===== src/rtl/turn_signal_sequencer_pkg.sv =====
// -----------------------------------------------------------------------------
// turn_signal_sequencer_pkg
//
// Shared definitions for the tail-light sequencer:
//   - state_t      : controller states (IDLE, LEFT, RIGHT, HAZARD, ERROR)
//   - lamp pattern constants for the left and right banks
//   - HEX2 seven-segment codes (active-low) for "E" and blank
//   - helper functions that map a 2-bit phase onto a bank pattern
// -----------------------------------------------------------------------------
package turn_signal_sequencer_pkg;

  typedef enum logic [2:0] {
    ST_IDLE   = 3'd0,
    ST_LEFT   = 3'd1,
    ST_RIGHT  = 3'd2,
    ST_HAZARD = 3'd3,
    ST_ERROR  = 3'd4
  } state_t;

  localparam logic [2:0] LAMPS_OFF = 3'b000;
  localparam logic [2:0] LAMPS_ON  = 3'b111;

  // Left bank: bit0 is the innermost lamp, so the sweep grows from bit0 up.
  localparam logic [2:0] LEFT_PAT_P0 = 3'b001;
  localparam logic [2:0] LEFT_PAT_P1 = 3'b011;
  localparam logic [2:0] LEFT_PAT_P2 = 3'b111;
  localparam logic [2:0] LEFT_PAT_P3 = 3'b000;

  // Right bank: bit2 is the innermost lamp, so the sweep grows from bit2 down.
  localparam logic [2:0] RIGHT_PAT_P0 = 3'b100;
  localparam logic [2:0] RIGHT_PAT_P1 = 3'b110;
  localparam logic [2:0] RIGHT_PAT_P2 = 3'b111;
  localparam logic [2:0] RIGHT_PAT_P3 = 3'b000;

  // Active-low seven-segment codes.
  localparam logic [6:0] HEX_ERROR = 7'b0000110;
  localparam logic [6:0] HEX_BLANK = 7'b1111111;

  function automatic logic [2:0] left_pattern(input logic [1:0] phase);
    logic [2:0] pat;
    case (phase)
      2'd0:    pat = LEFT_PAT_P0;
      2'd1:    pat = LEFT_PAT_P1;
      2'd2:    pat = LEFT_PAT_P2;
      default: pat = LEFT_PAT_P3;
    endcase
    return pat;
  endfunction

  function automatic logic [2:0] right_pattern(input logic [1:0] phase);
    logic [2:0] pat;
    case (phase)
      2'd0:    pat = RIGHT_PAT_P0;
      2'd1:    pat = RIGHT_PAT_P1;
      2'd2:    pat = RIGHT_PAT_P2;
      default: pat = RIGHT_PAT_P3;
    endcase
    return pat;
  endfunction

  // States in which the phase counter is allowed to advance.
  function automatic logic is_sequencing(input state_t st);
    return (st == ST_LEFT) || (st == ST_RIGHT) || (st == ST_HAZARD);
  endfunction

endpackage


===== src/rtl/turn_signal_sequencer_blink_prescaler.sv =====
// -----------------------------------------------------------------------------
// turn_signal_sequencer_blink_prescaler
//
// Free-running divider that produces a single-cycle tick once every TICK_DIV
// clocks. The count runs 0..TICK_DIV-1 and wraps; tick is high while the count
// sits at TICK_DIV-1. A synchronous clear restarts the count at 0 so that the
// first blink step after a state change lasts a full TICK_DIV clocks.
//
// Ports:
//   clk  - system clock
//   rst  - asynchronous active-high reset (count -> 0)
//   clr  - synchronous clear (count -> 0 on the next edge)
//   tick - high during the last clock of each TICK_DIV period
// -----------------------------------------------------------------------------
module turn_signal_sequencer_blink_prescaler #(
  parameter int TICK_DIV = 25000000,
  parameter int CNT_W    = 25
) (
  input  logic clk,
  input  logic rst,
  input  logic clr,
  output logic tick
);

  localparam logic [CNT_W-1:0] LP_LAST = CNT_W'(TICK_DIV - 1);
  localparam logic [CNT_W-1:0] LP_ONE  = CNT_W'(1);

  logic [CNT_W-1:0] r_count;
  logic             w_at_last;

  assign w_at_last = (r_count == LP_LAST);
  assign tick      = w_at_last;

  always_ff @(posedge clk or posedge rst) begin
    if (rst) begin
      r_count <= '0;
    end else if (clr || w_at_last) begin
      r_count <= '0;
    end else begin
      r_count <= r_count + LP_ONE;
    end
  end

endmodule


===== src/rtl/turn_signal_sequencer.sv =====
// -----------------------------------------------------------------------------
// turn_signal_sequencer
//
// Sequences the 3-lamp left/right tail-light banks and arbitrates between
// turn, hazard and brake requests. A blink prescaler paces the lamp phases
// at TICK_DIV clocks per step. Conflicting turn requests show "E" on HEX2.
//
// Ports:
//   clk        - system clock, all state changes on the rising edge
//   rst        - asynchronous active-high reset
//   left       - left-turn request (level)
//   right      - right-turn request (level)
//   hazard     - hazard request (level), highest priority
//   brake      - brake pedal (level), overlays non-sequencing banks
//   leftLight  - left bank, bit0 innermost .. bit2 outermost (registered)
//   rightLight - right bank, bit2 innermost .. bit0 outermost (registered)
//   HEX2       - active-low seven-segment, "E" in ERROR else blank (registered)
//   busy       - high whenever the state is not IDLE (registered)
//
// All outputs are computed from the next state/phase and registered, so the
// response to inputs sampled at edge n is visible right after edge n.
// -----------------------------------------------------------------------------
module turn_signal_sequencer #(
  parameter int TICK_DIV = 25000000,
  parameter int CNT_W    = 25
) (
  input  logic       clk,
  input  logic       rst,
  input  logic       left,
  input  logic       right,
  input  logic       hazard,
  input  logic       brake,
  output logic [2:0] leftLight,
  output logic [2:0] rightLight,
  output logic [6:0] HEX2,
  output logic       busy
);

  import turn_signal_sequencer_pkg::*;

  state_t     r_state;
  state_t     w_target;
  state_t     w_state_next;
  logic [1:0] r_phase;
  logic [1:0] w_phase_next;
  logic       w_state_change;
  logic       w_tick;

  logic [2:0] r_left_light;
  logic [2:0] r_right_light;
  logic [6:0] r_hex2;
  logic       r_busy;
  logic [2:0] w_left_next;
  logic [2:0] w_right_next;
  logic [6:0] w_hex_next;
  logic       w_busy_next;

  // ---------------------------------------------------------------------------
  // Blink-rate prescaler; restarted on every state change.
  // ---------------------------------------------------------------------------
  turn_signal_sequencer_blink_prescaler #(
    .TICK_DIV (TICK_DIV),
    .CNT_W    (CNT_W)
  ) u_blink_prescaler (
    .clk  (clk),
    .rst  (rst),
    .clr  (w_state_change),
    .tick (w_tick)
  );

  // ---------------------------------------------------------------------------
  // Request arbitration, evaluated every cycle in priority order.
  // ---------------------------------------------------------------------------
  always_comb begin
    w_target = ST_IDLE;
    if (hazard) begin
      w_target = ST_HAZARD;
    end else if (left && right) begin
      w_target = ST_ERROR;
    end else if (left) begin
      w_target = ST_LEFT;
    end else if (right) begin
      w_target = ST_RIGHT;
    end
  end

  // ---------------------------------------------------------------------------
  // Next state and phase.
  // A direct swap between the two turn directions is not allowed: the
  // controller parks in IDLE for one cycle so the old bank visibly goes dark
  // before the other bank starts its sweep.
  // ---------------------------------------------------------------------------
  always_comb begin
    w_state_next = w_target;
    if ((r_state == ST_LEFT) && (w_target == ST_RIGHT)) begin
      w_state_next = ST_IDLE;
    end else if ((r_state == ST_RIGHT) && (w_target == ST_LEFT)) begin
      w_state_next = ST_IDLE;
    end

    w_state_change = (w_state_next != r_state);

    // A state change outranks a coincident tick: the new state starts at
    // phase 0 with a freshly cleared prescaler.
    w_phase_next = r_phase;
    if (w_state_change) begin
      w_phase_next = 2'd0;
    end else if (w_tick && is_sequencing(r_state)) begin
      w_phase_next = r_phase + 2'd1;
    end
  end

  // ---------------------------------------------------------------------------
  // Output decode from the next state/phase, including the brake overlay.
  // The overlay lights any bank that is not currently sweeping a turn; the
  // hazard flasher owns both banks and ignores the brake entirely.
  // ---------------------------------------------------------------------------
  always_comb begin
    w_left_next  = LAMPS_OFF;
    w_right_next = LAMPS_OFF;
    w_hex_next   = HEX_BLANK;
    w_busy_next  = (w_state_next != ST_IDLE);

    case (w_state_next)
      ST_LEFT: begin
        w_left_next = left_pattern(w_phase_next);
        if (brake) begin
          w_right_next = LAMPS_ON;
        end
      end
      ST_RIGHT: begin
        w_right_next = right_pattern(w_phase_next);
        if (brake) begin
          w_left_next = LAMPS_ON;
        end
      end
      ST_HAZARD: begin
        // Even phases on, odd phases off: a TICK_DIV-clock on/off flash.
        if (!w_phase_next[0]) begin
          w_left_next  = LAMPS_ON;
          w_right_next = LAMPS_ON;
        end
      end
      ST_ERROR: begin
        w_hex_next = HEX_ERROR;
        if (brake) begin
          w_left_next  = LAMPS_ON;
          w_right_next = LAMPS_ON;
        end
      end
      default: begin
        if (brake) begin
          w_left_next  = LAMPS_ON;
          w_right_next = LAMPS_ON;
        end
      end
    endcase
  end

  // ---------------------------------------------------------------------------
  // State, phase and output registers.
  // ---------------------------------------------------------------------------
  always_ff @(posedge clk or posedge rst) begin
    if (rst) begin
      r_state       <= ST_IDLE;
      r_phase       <= 2'd0;
      r_left_light  <= LAMPS_OFF;
      r_right_light <= LAMPS_OFF;
      r_hex2        <= HEX_BLANK;
      r_busy        <= 1'b0;
    end else begin
      r_state       <= w_state_next;
      r_phase       <= w_phase_next;
      r_left_light  <= w_left_next;
      r_right_light <= w_right_next;
      r_hex2        <= w_hex_next;
      r_busy        <= w_busy_next;
    end
  end

  assign leftLight  = r_left_light;
  assign rightLight = r_right_light;
  assign HEX2       = r_hex2;
  assign busy       = r_busy;

endmodule


===== config.mk =====
export PLATFORM = sky130hd
export DESIGN_NAME = turn_signal_sequencer
export DESIGN_NICKNAME = d
export VERILOG_FILES = /design/src/rtl/turn_signal_sequencer_pkg.sv /design/src/rtl/turn_signal_sequencer_blink_prescaler.sv /design/src/rtl/turn_signal_sequencer.sv
export SDC_FILE = /design/constraint.sdc
export NUM_CORES = 1
export LEC_CHECK = 0
export ABC_AREA = 1
export CORE_ASPECT_RATIO = 0.8
export CORE_MARGIN = 2
export CORE_UTILIZATION = 45
export DETAILED_ROUTE_END_ITERATION = 10
export PLACE_DENSITY = 0.76
export SETUP_SLACK_MARGIN = 0.5
export SYNTH_ARGS = -nofsm -noshare
export SYNTH_HDL_FRONTEND = slang
export SYNTH_SLANG_ARGS = --single-unit

===== constraint.sdc =====
create_clock -name clk -period 2.6 [get_ports clk]
set_input_delay 0.52 -clock clk [delete_from_list [all_inputs] [get_ports clk]]
set_output_delay 0.52 -clock clk [all_outputs]
set_load 0.1 [all_outputs]

-- After elaboration in Yosys (flattened, before gate mapping)
Index checks and enable logic that the tools add are counted.
Widths: inputs -> output; s select.
- mux-type cells: 16
- $add $sub $neg: 2
- equality and inequality tests: 13
- reductions and logical operators: 9
- operators with widths (kind ; number):
    $add 25x1->25 const B ; 1
    $eq 25x25->1 const B ; 1
    $mux 25 ; 1
    $mux 3 ; 6
    $pmux 3 s3 ; 2
    $eq 3x2->1 const B ; 5
    $pmux 3 s2 ; 2
    $eq 3x1->1 const B ; 3
    $mux 2 ; 4
    $mux 7 ; 1
    $logic_and 1x1->1 ; 4
    $eq 3x3->1 const B ; 1
    $logic_or 1x1->1 ; 3
    $ne 3x3->1 ; 1
    $reduce_bool 3->1 ; 1
    $add 2x1->2 const B ; 1
    $eq 2x1->1 const B ; 1
    $eq 2x2->1 const B ; 1
    $logic_not 2->1 ; 1
- register bits: 44

-- Logic depth before layout (Yosys ltp)
- depth in word-level cells: 13
- gate-level depth with buffers: 14

-- Cells and area by module
From an unflattened synthesis, not the netlist that was laid out.
- cells, all modules: 300
- area, all modules: 2264.7 µm²
- by module, submodules not included (module ; area an instance (µm²) ; times used ; cells each):
    turn_signal_sequencer_blink_prescaler ; 1572.8 ; 1 ; 216
    turn_signal_sequencer ; 691.9 ; 1 ; 84

-- Least setup slack after synthesis
Ideal clock, no wire load.
- path type: flip-flop to flip-flop
- start: register u_blink_prescaler.r_count[0]
- end: register r_right_light[1] (netlist: rightLight[1])
- period minus slack after synthesis: 1984 ps
- stages on the path, launching flop included: 14
- setup slack: 616 ps
- data required time: 2531 ps
- data arrival time: 1916 ps
- buffers on the path: 0
- cell sequence: dfrtp_1 > ha_1 > nand2_2 > nor2_4 > nand3_2 > nor2_2 > nand3_1 > inv_1 > o21ai_0 > nor3_1 > ha_1 > inv_1 > nand2_1 > nand3_1
- longest elaborated chain between the ends: 7
- elaborated cells on any way between the ends: 10
- RTL lines (what ; line ; RTL):
    start: declaration ; turn_signal_sequencer_blink_prescaler.sv:28 ; logic [CNT_W-1:0] r_count;
    start signal: assignment ; turn_signal_sequencer_blink_prescaler.sv:40 ; r_count <= r_count + LP_ONE;
    $eq 25x25->1 * ; turn_signal_sequencer_blink_prescaler.sv:31 ; assign w_at_last = (r_count == LP_LAST);
    $logic_and 1x1->1 * ; turn_signal_sequencer.sv:108 ; end else if (w_tick && is_sequencing(r_state)) begin
    $mux 2 * ; turn_signal_sequencer.sv:108 ;
    $mux 2 * ; turn_signal_sequencer.sv:106 ; if (w_state_change) begin
    named net w_phase_next[1] ; turn_signal_sequencer.sv:45 ; logic [1:0] w_phase_next;
    $eq 2x2->1 (tied with other cells) ; turn_signal_sequencer_pkg.sv:52 ; case (phase)
    $pmux 3 s3 * ; turn_signal_sequencer_pkg.sv:52 ;
    $pmux 3 s2 * ; turn_signal_sequencer.sv:124 ; case (w_state_next)
    named net w_right_next[1] ; turn_signal_sequencer.sv:54 ; logic [2:0] w_right_next;
    end signal: assignment ; turn_signal_sequencer.sv:175 ; r_right_light <= w_right_next;
    end: declaration ; turn_signal_sequencer.sv:50 ; logic [2:0] r_right_light;
The timed path passes the listed nets; every way through them passes the cells marked *.

-- Final worst setup path
- start: register u_blink_prescaler.r_count[1]
- end: register r_right_light[1] (netlist: rightLight[1])
Same word-level chain as after synthesis.

==> flow_summary.json <==
{
  "status": "completed",
  "finalSetupTns_ns": 0,
  "internal_power_mw": 1.04,
  "synth_seq_area_share_pct": 44.0,
  "synth_cells": 272,
  "rows": 22,
  "drive_gt1_share_pct": 23.0,
  "dp.cells": 343,
  "grt_remaining_overflow": 0,
  "cp.arrival_ns": 2.22,
  "fillCellCount": 394,
  "cp-end-kind": "flop",
  "n_antenna_cell": 0,
  "setup_viol": 0,
  "comb_power_share_pct": 15.2,
  "hold_viol": 0,
  "fin_ws_ns": 0.617,
  "criticalPathCategory": "flop to flop",
  "clock_power_share_pct": 42.1,
  "peakVddDrop_v": 0.000384,
  "cts_tree": "done",
  "min_period_ns": 1.98,
  "syn_area_per_cell_um2": 7.96,
  "drt_wl_total_mm": 4.59,
  "finalPower_mw": 1.44,
  "yosys.cell_types.count": 28,
  "syn-cell-area_um2": 2160,
  "post-place-ws_ns": 0.0681,
  "fp.dieW_um": 81.5,
  "io_buffers": 17,
  "grt_max_degree": 39,
  "pin_count": 20,
  "gp_congestion": 0.914,
  "vias_per_cell": 5.04,
  "cts_buffers": 5,
  "cts.sinks": 38,
  "clkLatencyLatePin_ns": 0.30,
  "drv_cap": 0,
  "htreeDepth": 2,
  "cts-root-buf": "clkbuf_8",
  "final_nets": 308,
  "vias": 1814,
  "synth_top_family_by_area": "simple AND/OR/NAND/NOR gates",
  "ant_nets": 0,
  "yosys.area_share.simple_pct": 36.4,
  "core_um2": 4600,
  "ys_seq_elements": 38,
  "firstDrtPassIters": 4,
  "dp_hpwl_mm": 3.17,
  "drtIter0Drc": 142,
  "p_leak_nw": 1.15,
  "grt_pass1_wl_mm": 7.57,
  "synth_compound_area_share_pct": 1.62,
  "initial_utilization_pct": 47.1,
  "placed_area_um2": 2320,
  "synth.area.mux_share_pct": 0,
  "instances_no_fill": 360,
  "ctsHoldBuffers": 0,
  "die_h_um": 66.0,
  "p_sw_share_pct": 27.9,
  "fmax_mhz": 504,
  "cp.required_ns": 2.84,
  "gr-usage-all-layers_pct": 18.6,
  "timing.final.crit_share_pct": 76.3,
  "critPathLaunchType": "flop",
  "switching_power_uw": 403,
  "hold_path_class": "flop to flop",
  "fin_area_um2": 2610,
  "yosysWarnings": 0,
  "antenna_found_initial": 0,
  "grt_pass1_vias": 1684,
  "synth_xor_area_share_pct": 7.23,
  "worstPathMaxFanout": 3,
  "slew_violations": 0,
  "pwr-share-seq_pct": 42.7,
  "synthAdderAreaFrac_pct": 1.73,
  "syn_to_final_growth_pct": 20.5,
  "p_per_area_nw_per_um2": 553,
  "fin_skew_ns": 0.0107,
  "route.detailed.drc": 0,
  "max-clock-path-buffers": 2,
  "rsz0062_at_grt": "no",
  "clkSlewWorstSetupHoldPaths_ns": 0.08,
  "die_area_um2": 5380,
  "wl_per_cell_um": 12.8
}
[cells in the final DEF (no fill, tap or decap), types with 2 or more instances in the layout]
master           instances
nor2_2                   9
inv_1                   29
inv_2                    4
xnor2_1                  4
nand3_1                 18
nand2_1                 54
clkbuf_8                 5
nand3_2                  5
nor2_4                   4
bufinv_16                2
buf_4                   22
nor3_4                   2
dfrtp_1                 37
dlymetal6s2s_1           2
conb_1                   2
nand4_1                  8
clkdlybuf4s50_1          2
ha_4                     2
nand2_4                  3
xor2_1                  12
nor2_1                  43
nand2_2                  4
nor3_1                  15
[repair_timing]
action	CTS	global route
endpoints found under the setup margin	6	6
setup buffers	3	6
pin swaps	2	9
gates resized for setup	5	16
[registers in the layout, summed over array words and instances (netlist names)]
register	count
HEX2	1
busy	1
leftLight	3
r_phase	2
r_state	3
rightLight	3
u_blink_prescaler.r_count	25
[per-layer routing]
layer,share of wire (%),vias to the layer above,global-route usage [%]
li1,-,904,-
met1,48,853,25.3
met2,46,47,28.4
met3,4.7,10,3.83
met4,2.1,0,8.90
met5,0,-,0
[cell usage after synthesis, drive strengths merged]
cell | number | share of area (%)
a21oi | 2 | 0.64
xor2 | 13 | 5.6
nand2 | 61 | 12
a31oi | 1 | 0.29
nor3 | 18 | 4.9
inv | 33 | 5.7
nor2 | 56 | 11
dfstp | 1 | 1.2
dfrtp | 37 | 43
xnor2 | 4 | 1.6
conb | 1 | 0.17
o21ai | 3 | 0.69
nand3 | 23 | 6.2
ha | 3 | 1.7
nand4 | 8 | 2.3
buf | 8 | 3.1
[cell type report]
class	instances	area, µm²	share of cell area, %
Clock buffer	5	68.8	2.64
Timing Repair Buffer	27	219	8.40
Sequential cell	38	952	36.5
Inverter	33	124	4.75
Tap cell	60	75.1	2.88
Multi-Input combinational cell	194	1100	42.2
Clock inverter	3	68.8	2.64
[cells by family after synthesis]
family / Yosys count
xor+xnor: 17
fa+ha+maj: 3
buf+inv: 41
simple gates: 166
other cells: 1
flops: 38
compound gates: 6
[worst max-delay path: stages (launching register included)]
cell and delay, ns:
dfrtp_1 0.40, ha_4 0.17, nand2_2 0.09, nor2_4 0.13, nand3_2 0.09, nor2_4 0.12
nand3_2 0.09, inv_2 0.08, o21ai_1 0.09, nor3_4 0.22, ha_4 0.24, inv_1 0.07
nand2_1 0.06, nand3_1 0.08
[metrics by stage]
| step | util [%] | hold slack [ns] |
|---|---|---|
| after floorplan | - | 0.453 |
| after global placement | 50.5 | 0.485 |
| after detailed placement | 50.5 | 0.497 |
| after CTS | 54.4 | 0.554 |
| after global routing | 56.7 | 0.597 |
| final | 56.7 | 0.552 |
[worst paths after layout]
path	cells after the start	endpoint	from	slack [ns]
setup / recovery	13	rightLight[1]$_DFF_PP0_	u_blink_prescaler.r_count[1]$_DFF_PP0_	0.62
hold / removal	2	u_blink_prescaler.r_count[24]$_DFF_PP0_	u_blink_prescaler.r_count[24]$_DFF_PP0_	0.55
setup reg to reg	13	rightLight[1]$_DFF_PP0_	u_blink_prescaler.r_count[1]$_DFF_PP0_	0.62
hold reg to reg	2	u_blink_prescaler.r_count[24]$_DFF_PP0_	u_blink_prescaler.r_count[24]$_DFF_PP0_	0.55
max in group asynchronous	3	HEX2[5]$_DFF_PP1_	rst	1.60
min in group asynchronous	3	leftLight[2]$_DFF_PP0_	rst	0.63
[power groups by stage]
| stage | clock, mW | sequential, mW | combinational [mW] |
|---|---|---|---|
| 2_1_floorplan | 0 | 0.687 | 0.108 |
| 3_3_place_gp | 0 | 0.627 | 0.198 |
| 3_5_place_dp | 0 | 0.627 | 0.200 |
| 4_1_cts | 0.619 | 0.616 | 0.209 |
| 5_1_grt | 0.648 | 0.618 | 0.231 |
| 6_report | 0.607 | 0.616 | 0.219 |
(Power assumes the default switching activity.)
